**src/rtl/ro_deserializer.sv**
```systemverilog
// Readout-bus deserializer: decodes the gray-slotted slot owner and demultiplexes
// the eve / pol_eve bus lines into per-channel hold banks.
module ro_deserializer #(
    parameter int unsigned N_CH  = 19,
    parameter int unsigned IDX_W = 5,
    parameter int unsigned CNT_W = 16
) (
    input  logic              clk_master,
    input  logic              reset,
    input  logic              en,
    input  logic [N_CH-1:0]   gray,
    input  logic              in_mux_eve,
    input  logic              in_mux_pol_eve,
    output logic              ch_valid,
    output logic [IDX_W-1:0]  ch_idx,
    output logic              ch_eve,
    output logic              ch_pol_eve,
    output logic [N_CH-1:0]   eve_bank,
    output logic [N_CH-1:0]   pol_bank,
    output logic [N_CH-1:0]   fresh_mask,
    output logic              frame_done,
    output logic [CNT_W-1:0]  ev_count,
    output logic              gray_err
);

    localparam logic [CNT_W-1:0] CNT_MAX = '1;

    logic [N_CH-1:0]  gray_q, gray_d;
    logic             armed_q, armed_d;
    logic             ch_valid_q, ch_valid_d;
    logic [IDX_W-1:0] ch_idx_q, ch_idx_d;
    logic             ch_eve_q, ch_eve_d;
    logic             ch_pol_q, ch_pol_d;
    logic [N_CH-1:0]  eve_bank_q, eve_bank_d;
    logic [N_CH-1:0]  pol_bank_q, pol_bank_d;
    logic [N_CH-1:0]  fresh_q, fresh_d;
    logic             frame_q, frame_d;
    logic [CNT_W-1:0] cnt_q, cnt_d;
    logic             err_q, err_d;

    logic [N_CH-1:0]  diff_c;
    logic             hit_c;
    logic             multi_c;
    logic [IDX_W-1:0] idx_c;

    // Classify the gray step: none, exactly one bit (with its index), or several bits.
    always_comb begin
        diff_c  = gray ^ gray_q;
        hit_c   = 1'b0;
        multi_c = 1'b0;
        idx_c   = '0;
        for (int i = 0; i < int'(N_CH); i++) begin
            if (diff_c[i]) begin
                if (hit_c) begin
                    multi_c = 1'b1;
                end
                hit_c = 1'b1;
                idx_c = IDX_W'(i);
            end
        end
    end

    // Next-state: arm/load, decode a legal step, flag illegal steps.
    always_comb begin
        gray_d     = gray_q;
        armed_d    = armed_q;
        ch_valid_d = 1'b0;
        ch_idx_d   = ch_idx_q;
        ch_eve_d   = ch_eve_q;
        ch_pol_d   = ch_pol_q;
        eve_bank_d = eve_bank_q;
        pol_bank_d = pol_bank_q;
        fresh_d    = fresh_q;
        frame_d    = 1'b0;
        cnt_d      = cnt_q;
        err_d      = err_q;

        if (!en) begin
            armed_d = 1'b0;
        end else if (!armed_q) begin
            // Load-only cycle: the previous gray value is not trustworthy yet.
            gray_d  = gray;
            armed_d = 1'b1;
        end else begin
            gray_d = gray;
            if (multi_c) begin
                err_d = 1'b1;
            end else if (hit_c) begin
                ch_valid_d = 1'b1;
                ch_idx_d   = idx_c;
                ch_eve_d   = in_mux_eve;
                ch_pol_d   = in_mux_pol_eve;
                eve_bank_d = (eve_bank_q & ~diff_c) | (diff_c & {N_CH{in_mux_eve}});
                pol_bank_d = (pol_bank_q & ~diff_c) | (diff_c & {N_CH{in_mux_pol_eve}});
                // Last channel closes the frame; its own bit survives the clear.
                if (diff_c[N_CH-1]) begin
                    frame_d = 1'b1;
                    fresh_d = diff_c;
                end else begin
                    fresh_d = fresh_q | diff_c;
                end
                if (in_mux_eve && (cnt_q != CNT_MAX)) begin
                    cnt_d = cnt_q + CNT_W'(1);
                end
            end
        end
    end

    // State register with synchronous reset.
    always_ff @(posedge clk_master) begin
        if (reset) begin
            gray_q     <= '0;
            armed_q    <= 1'b0;
            ch_valid_q <= 1'b0;
            ch_idx_q   <= '0;
            ch_eve_q   <= 1'b0;
            ch_pol_q   <= 1'b0;
            eve_bank_q <= '0;
            pol_bank_q <= '0;
            fresh_q    <= '0;
            frame_q    <= 1'b0;
            cnt_q      <= '0;
            err_q      <= 1'b0;
        end else begin
            gray_q     <= gray_d;
            armed_q    <= armed_d;
            ch_valid_q <= ch_valid_d;
            ch_idx_q   <= ch_idx_d;
            ch_eve_q   <= ch_eve_d;
            ch_pol_q   <= ch_pol_d;
            eve_bank_q <= eve_bank_d;
            pol_bank_q <= pol_bank_d;
            fresh_q    <= fresh_d;
            frame_q    <= frame_d;
            cnt_q      <= cnt_d;
            err_q      <= err_d;
        end
    end

    assign ch_valid   = ch_valid_q;
    assign ch_idx     = ch_idx_q;
    assign ch_eve     = ch_eve_q;
    assign ch_pol_eve = ch_pol_q;
    assign eve_bank   = eve_bank_q;
    assign pol_bank   = pol_bank_q;
    assign fresh_mask = fresh_q;
    assign frame_done = frame_q;
    assign ev_count   = cnt_q;
    assign gray_err   = err_q;

endmodule

```
**config.mk**
```make
export PLATFORM = sky130hd
export DESIGN_NAME = ro_deserializer
export DESIGN_NICKNAME = d
export VERILOG_FILES = /design/src/rtl/ro_deserializer.sv
export SDC_FILE = /design/constraint.sdc
export NUM_CORES = 1
export LEC_CHECK = 0
export CAP_MARGIN = 20
export CORE_MARGIN = 8
export CORE_UTILIZATION = 45
export DETAILED_ROUTE_END_ITERATION = 8
export GPL_ROUTABILITY_DRIVEN = 0
export GPL_TIMING_DRIVEN = 0
export PLACE_DENSITY = 0.76
export REMOVE_ABC_BUFFERS = 1
export SLEW_MARGIN = 10
export SYNTH_ARGS = -nofsm -noshare
export SYNTH_HDL_FRONTEND = slang
export SYNTH_SLANG_ARGS = --single-unit
```
**constraint.sdc**
```tcl
create_clock -name clk_master -period 3.9 [get_ports clk_master]
set_input_delay 1.17 -clock clk_master [delete_from_list [all_inputs] [get_ports clk_master]]
set_output_delay 1.17 -clock clk_master [all_outputs]
set_load 0.03 [all_outputs]
```
# ---- Yosys cells after proc, flatten, opt, wreduce, memory -nomap -nowiden
# Index checks and enable logic that the tools add are counted.
# W data, S select, Z words.
dict set report op_classes {
  n_eq_ne 1
  muxes 77
  div 0
  multipliers 0
  shift 0
  n_lt_le_gt_ge 0
  n_addsub 1
  bitwise_logic 13
  n_reduce_logical 6
}
# operator count
set op_table {}
lappend op_table {{$mux W5} 17}
lappend op_table {{$and A19 B19 Y19} 4}
lappend op_table {{$mux W1} 59}
lappend op_table {{$or A19 B19 Y19} 3}
lappend op_table {{$mux W19} 1}
lappend op_table {{$not A19 Y19} 1}
lappend op_table {{$xor A19 B19 Y19} 1}
lappend op_table {{$add A16 B1 Y16 const B} 1}
lappend op_table {{$ne A16 B16 Y1 const B} 1}
lappend op_table {{$reduce_and A5 Y1} 1}
lappend op_table {{$reduce_or A5 Y1} 1}
lappend op_table {{$not A1 Y1} 4}
lappend op_table {{$reduce_and A4 Y1} 1}
lappend op_table {{$reduce_or A4 Y1} 1}
lappend op_table {{$reduce_and A3 Y1} 1}
lappend op_table {{$logic_and A1 B1 Y1} 1}
dict set report word_totals {
  latchBits 0
  reg_bits 103
  memories 0
  ram_bits 0
  output_inout_bits 83
  word_cells 110
  romBits 0
}

# ---- Longest topological paths before layout
# Gate-level depths: netlist of run 1.
dict set report depth {
  depth_word 40
  mapped_depth 9
  depth_no_buf 7
}

# ---- Worst setup path before layout of run 1
# Ideal clock, no wire load.
dict set report synth_timing {
  kind {input-to-reg}
  start {input gray[3]}
  end {register cnt_q[14] (netlist: ev_count[14])}
  setup_time_ns 0.123
  arrival_time_ns 3.818
  stages 9
  slack_ns -0.041
  path_cell_list {xor2_1 or4_4 or4_4 o21a_1 or3_1 buf_6 buf_6 nor4_2 mux2_1}
}
dict set report synth_via {
  elab_chain_cells 34
}
# item line
set synth_lines {}
lappend synth_lines {{from (decl)} 11} ;# input logic [N_CH-1:0] gray,
lappend synth_lines {{$xor A19 B19 Y19 *} 48} ;# diff_c = gray ^ gray_q;
lappend synth_lines {{$mux W1} 53} ;# if (diff_c[i]) begin
lappend synth_lines {{$mux W1} 54} ;# if (hit_c) begin
lappend synth_lines {{$mux W1} 53}
lappend synth_lines {{$mux W1} 54}
lappend synth_lines {{$mux W1} 53}
lappend synth_lines {{$mux W1} 54}
lappend synth_lines {{$mux W1} 53}
lappend synth_lines {{(+18 left out)} n/a}
lappend synth_lines {{$mux W1} 54}
lappend synth_lines {{$mux W1} 53}
lappend synth_lines {{$mux W1} 54}
lappend synth_lines {{$mux W1} 53}
lappend synth_lines {{$mux W1} 54}
lappend synth_lines {{$mux W1} 53}
lappend synth_lines {{$not A1 Y1 (no line)} n/a}
lappend synth_lines {{$reduce_and A5 Y1 (no line) *} n/a}
lappend synth_lines {{to (signal assigned)} 135} ;# cnt_q <= cnt_d;
lappend synth_lines {{to (decl)} 38} ;# logic [CNT_W-1:0] cnt_q, cnt_d;
# Every way passes the cells marked *; elsewhere a longest branch is shown, timed or not.
# A chain may end at the register's enable or synchronous reset.

# ---- Worst setup path in the final report of run 1
dict set report layout_timing {
  start {input gray[4]}
  end {register cnt_q[7] (netlist: ev_count[7])}
}
dict set report layout_via {
  elab_chain_cells 32
}
# item line
set layout_lines {}
lappend layout_lines {{$xor A19 B19 Y19 *} 48}
lappend layout_lines {{$mux W1} 53}
lappend layout_lines {{$mux W1} 54}
lappend layout_lines {{$mux W1} 53}
lappend layout_lines {{$mux W1} 54}
lappend layout_lines {{$mux W1} 53}
lappend layout_lines {{$mux W1} 54}
lappend layout_lines {{$mux W1} 53}
lappend layout_lines {{(+16 left out)} n/a}
lappend layout_lines {{$mux W1} 54}
lappend layout_lines {{$mux W1} 53}
lappend layout_lines {{$mux W1} 54}
lappend layout_lines {{$mux W1} 53}
lappend layout_lines {{$mux W1} 54}
lappend layout_lines {{$mux W1} 53}
lappend layout_lines {{$not A1 Y1 (no line)} n/a}
lappend layout_lines {{$reduce_and A5 Y1 (no line) *} n/a}
# Marked as above.

==> results of run 1 <==
==> cell type report <==
cell class | instances | area, um2 | share of cell area
Inverter | 2 | 8.76 | 0.00138
Sequential cell | 103 | 2060 | 0.325
Clock inverter | 7 | 97.6 | 0.0154
Clock buffer | 9 | 124 | 0.0195
Timing Repair Buffer | 122 | 1200 | 0.189
Multi-Input combinational cell | 364 | 2690 | 0.423
Tap cell | 136 | 170 | 0.0268
==> cell usage in the layout, fill, tap and decap left out, types with 3 or more instances in the layout <==
cell,count
a21oi_1,11
a311o_1,3
a31o_2,4
a31oi_1,3
buf_4,12
clkbuf_8,9
clkdlybuf4s50_1,99
dfxtp_1,103
dlygate4sd2_1,3
inv_8,3
mux2_2,8
mux2i_1,63
nand2_1,80
nand3_1,22
nand3b_1,6
nand4_1,7
nor2_1,37
nor2b_1,10
nor4_1,5
nor4_2,5
nor4_4,4
o211ai_1,6
o21ai_0,4
o22ai_1,20
xnor2_1,5
xnor2_2,11
xor2_1,10
xor2_2,3
==> where the power goes <==
part	switching (mW)	total [mW]	leakage, nW	internal, mW
Combinational	0.139	0.236	1.57	0.0971
Clock	0.411	0.729	0.112	0.318
Sequential	0.0151	1.08	0.833	1.06
Total	0.565	2.04	2.52	1.48
==> worst max-delay path: cells and delay by family <==
family / cells / cell delay [ns]
AND/OR/NAND/NOR: 4 / 1.44
buffers and inverters: 2 / 0.68
multiplexers: 1 / 0.35
XOR/XNOR: 1 / 0.25
AO/OA/AOI/OAI: 1 / 0.24
==> metrics by stage <==
stage	cell area, um2	hold slack (ns)	utilization
2_1_floorplan	4460	0.481	-
3_3_place_gp	5690	0.444	0.561
3_5_place_dp	5730	0.451	0.565
4_1_cts	6190	0.468	0.611
5_1_grt	6350	0.487	0.627
6_report	6350	0.467	0.627
==> cells by family after synthesis <==
group | synth area share
AOI/OAI and AO/OA | 0.0949
xor gates and xnor gates | 0.0590
adders and majority gates | 0.00489
buffers and inverters | 0.0326
DFF | 0.448
muxes | 0.159
and+or+nand+nor | 0.201
==> path summary, 6_finish.rpt <==
kind / startpoint / to / slack, ns
worst max-delay path: gray[4] / ev_count[7] / 0.02
worst min-delay path: flip-flop / flip-flop / 0.47
worst max register to register: gray_q[2] / ev_count[7] / 0.72
worst min register to register: flip-flop / flip-flop / 0.47
==> per-layer routing <==
metal	track usage	vias to the layer above
met4	0.0478	0
met1	0.212	1960
li1	-	1969
met2	0.327	131
met3	0.0682	20
met5	0	-
==> what timing repair did <==
| action | CTS | global route |
|---|---|---|
| gates resized for setup | 36 | 17 |
| setup buffers | 4 | 8 |
| endpoints found under the setup margin | 80 | 37 |
| gates cloned | 1 | 0 |
| hold endpoints to repair | 0 | 0 |
| pin swaps | 8 | 10 |
==> impl_metrics.csv, run 1 <==
group,metric,value,unit
place,dpl_worst_slack,-1.33,ns
global_route,grt_max_degree,70,
yosys,synth_area_leaders,"dfxtp_1 (45%), mux2i_1 (14%), nand2_1 (6.5%)",
yosys,yosysTopAreaCell,"dfxtp_1",
critical_path,critPathMaxStageDelay,0.61,ns
global_route,antenna_found_initial,0,
worst_hold_path,min_path_type,"reg -> reg",
yosys,synth_top_area_share,0.448,
yosys,syn_inst,501,
power_and_ir_drop,p_per_area,322,nW/um2
clocking,cts_root_buf,"clkbuf_8",
floorplanning,die_area,13700,um2
place,dp_cells,713,
route,ant_nets,0,
clocking,cts_tree,"yes",
run_status,status,"complete, no violations",
sta,max_freq,0.258,GHz
route,finalWirelength,13100,um
layout,num-fill-cells,828,
sta,timing.final.crit_period,3.88,ns
route,wl_met3,1170,um
place,numPortBuffers,106,
run,cap_violations,0,
route,dr.pass1.iters,5,
yosys,synth_commonest_cells,"dfxtp_1 (103), nand2_1 (80), mux2i_1 (63)",
layout,num_antenna_cells,0,
route,drt_iter0_drc,233,
route,routed-via-count,4080,
yosys,synth_cell_types,48,
critical_path,crit_arrival,4.15,ns
yosys,ys_seq_area_frac,0.448,
critical_path,crit_slowest_cell,"or4_4",
power_and_ir_drop,power_leakage,2.52,nW
route,routedLengthMet1,5130,um
power_and_ir_drop,finalPower,2.04,mW
clocking,clk_path_buf_depth,2,
route,wl_met2,6600,um
global_route,grt_use_total,0.187,
power_and_ir_drop,irDropWorstVdd,0.000189,V
route,vias_per_cell,5.49,
floorplanning,die_w,117,um
sta,setup_violations,0,
critical_path,end_kind,"flip-flop",
layout,drive_gt1_frac,0.142,
floorplanning,io_pins,107,
critical_path,critPathMaxFanout,5,
route,maxUsedRoutingLayer,"met4",
clocking,ctsHoldBuffers,0,
clocking,numCtsBuffers,9,
place,hpwl,8940,um
critical_path,crit_type,"in -> reg",
critical_path,path_cells,"clkdlybuf4s50_1 > xnor2_2 > nand4_1 > or4_4 > o21a_4 > or3_4 > buf_4 > nor4_4 > mux2_2",
sta,tns,0,ns
layout,fin_nets,627,
clocking,cts.sinks,103,
sta,setup_ws,0.0194,ns
layout,syn2layout_area_growth,38.1,%
yosys,synth.most_common_cell,"dfxtp_1",
yosys,ys_seq_elements,103,
clocking,ctsHtreeMaxLevel,3,
critical_path,start_kind,"primary input",
floorplanning,start_util,0.454,
yosys,synth_edf_count,0,
clocking,clock_latency,0.38,ns
global_route,grt_pass1_vias,4092,
layout,instances_no_fill,743,
clocking,clk_pin_slew,0.10,ns
floorplanning,rows,37,
floorplanning,die_h,117,um
global_route,grt_pass1_wl,20200,um
sta,worst_slew_pin_slew,1.07,ns
sta,finClkSkew,0.0183,ns
yosys,syn_area,4600,um2
yosys,synth-async-reset-ratio,0,
yosys,avgSynthCellArea,9.18,um2
route,drc,0,
sta,slew_violations,0,
critical_path,required,4.17,ns
critical_path,worst_r2r_path_depth,8,
sta,fin_crit_sh,0.995,
sta,hold_viol,0,
worst_hold_path,hold_depth,2,
yosys,synth_warnings,0,
route,wire_per_inst,17.6,um
yosys,ys.flop_type,"dfxtp_1",
sta,slew_headroom,0.282,
global_route,overflow,0,
floorplanning,core_area,10100,um2
Note: power is estimated with default switching activity, not from simulation.
==> inputs of run 2 (changes only) <==
- CORE_UTILIZATION: 45 -> 50
- PLACE_DENSITY: 0.76 -> 0.8
- clock period: 3.9 -> 4.3 ns (I/O delays scaled with it)
==> impl_metrics.csv, run 2 (synthesis gave the netlist of run 1 again) <==
group,metric,value,unit
layout,num-fill-cells,715,
critical_path,r2r-end,"ev_count[3]",
layout,final_common_cell,"clkdlybuf4s50_1",
global_route,overflow,0,
critical_path,worst_r2r_path_depth,7,
power_and_ir_drop,p_per_area,289,nW/um2
floorplanning,start_util,0.508,
place,hpwl,8830,um
layout,drive_gt1_frac,0.105,
route,drc,0,
route,routed-via-count,4115,
route,ant_nets,0,
place,dp_cells,691,
layout,postLayoutCellArea,6100,um2
global_route,antenna_found_initial,0,
critical_path,critPathMaxStageDelay,0.61,ns
floorplanning,die_area,12500,um2
critical_path,path_cells,"clkdlybuf4s50_1 > xor2_1 > or4_4 > a2111oi_0 > o221ai_2 > or3_4 > nor4_1 > mux2_2",
clocking,cts_root_buf,"clkbuf_8",
route,wire_per_inst,18.2,um
critical_path,crit_arrival,4.60,ns
worst_hold_path,hold_depth,2,
power_and_ir_drop,irDropWorstVdd,0.000179,V
global_route,grt_max_degree,65,
clocking,ctsHoldBuffers,0,
layout,fin_nets,621,
floorplanning,io_pins,107,
run,cap_violations,0,
critical_path,crit_type,"in -> reg",
place,numPortBuffers,106,
clocking,clk_path_buf_depth,2,
critical_path,required,4.56,ns
sta,slew_violations,0,
sta,fin_crit_sh,1.01,
critical_path,path_buf_inv,1,
clocking,ctsHtreeMaxLevel,3,
critical_path,r2r-start,"gray_q[3]",
layout,syn2layout_area_growth,32.6,%
floorplanning,rows,35,
clocking,cts_tree,"yes",
route,vias_per_cell,5.78,
sta,setup_ws,-0.0410,ns
route,drt_iter0_drc,296,
sta,worst_slew_pin_slew,0.930,ns
critical_path,end_kind,"flip-flop",
sta,max_freq,0.230,GHz
floorplanning,core_area,9060,um2
run_status,failed_checks,"negative setup slack",
place,dpl-instance-area,5750,um2
layout,mostFrequentLayoutCells,"clkdlybuf4s50_1 (104), dfxtp_1 (103), nand2_1 (80)",
run_status,status,"finished, violations left",
global_route,grt_use_total,0.197,
critical_path,start_kind,"primary input",
critical_path,critPathMaxFanout,6,
floorplanning,die_h,112,um
critical_path,crit_slowest_cell,"or4_4",
clocking,clock_latency,0.37,ns
global_route,grt_pass1_vias,4167,
power_and_ir_drop,power_leakage,2.38,nW
route,dr.pass1.iters,5,
global_route,grt_pass1_wl,20500,um
sta,rsz0062_at_grt,"yes",
layout,instances_no_fill,712,
sta,finClkSkew,0.0103,ns
floorplanning,die_w,112,um
sta,hold_viol,0,
sta,holdWs,0.464,ns
critical_path,r2r_slack,0.95,ns
critical_path,cp_top_family,"simple AND/OR/NAND/NOR gates",
sta,slew_headroom,0.376,
clocking,cts.sinks,103,
power_and_ir_drop,finalPower,1.76,mW
sta,tns,-0.122,ns
clocking,clk_pin_slew,0.10,ns
sta,setup_violations,5,
sta,timing.final.crit_period,4.34,ns
worst_hold_path,min_path_type,"reg -> reg",
layout,num_antenna_cells,0,
route,finalWirelength,13000,um
clocking,numCtsBuffers,9,
==> run 2: worst max-delay path by stage <==
stage               slack [ns]    start  cells after the start           end
finish                   -0.04  gray[0]                      8   ev_count[3]
global route              -0.1  gray[0]                     10     flip-flop
CTS                      -0.02  gray[3]                      8  ev_count[10]
detailed placement       -0.96  gray[3]                     10     flip-flop
global placement         -3.27    reset                      4     flip-flop
floorplan                -0.92  gray[3]                      7     flip-flop
==> run 2: power by group <==
group | switching (mW) | internal [mW] | leakage [nW] | total (mW)
logic | 0.120 | 0.0760 | 1.45 | 0.196
registers | 0.0107 | 0.965 | 0.833 | 0.976
clock network | 0.368 | 0.224 | 0.0949 | 0.592
==> run 2: area by class of cell <==
| type | instances | area, um2 | share of cell area |
|---|---|---|---|
| clock buffers | 9 | 124 | 0.0203 |
| well taps | 111 | 139 | 0.0228 |
| multi-input cells | 367 | 2540 | 0.416 |
| inverters | 2 | 8.76 | 0.00144 |
| repair buffers | 113 | 1160 | 0.191 |
| flip-flops and latches | 103 | 2060 | 0.338 |
| clock inverters | 7 | 66.3 | 0.0109 |
==> run 2: stage by stage <==
stage          setup slack [ns]  utilization
2_1_floorplan            -0.921            -
5_1_grt                 -0.0960        0.673
3_3_place_gp              -3.27        0.624
4_1_cts                 -0.0232        0.661
6_report                -0.0410        0.673
3_5_place_dp             -0.958        0.635
==> run 2: per-layer routing <==
metal	part of all wire	routed length [um]	global-route usage
met1	0.42	5410	0.226
met2	0.48	6270	0.335
met3	0.090	1170	0.0687
met4	0.011	138	0.0656
met5	0	0	0
==> run 2: worst register-to-register path, delay by kind of cell (launching register included) <==
kind	cells	cell delay [ns]
AO/OA/AOI/OAI	2	0.86
flip-flops	1	0.37
multiplexers	1	0.37
AND/OR/NAND/NOR	3	1.43
XOR/XNOR	1	0.22
==> run 2: what timing repair did <==
action	in CTS	in global routing
gates resized for setup	8	17
pin swaps	0	1
setup buffers	0	1
gates cloned	1	3
setup endpoints to repair	32	43
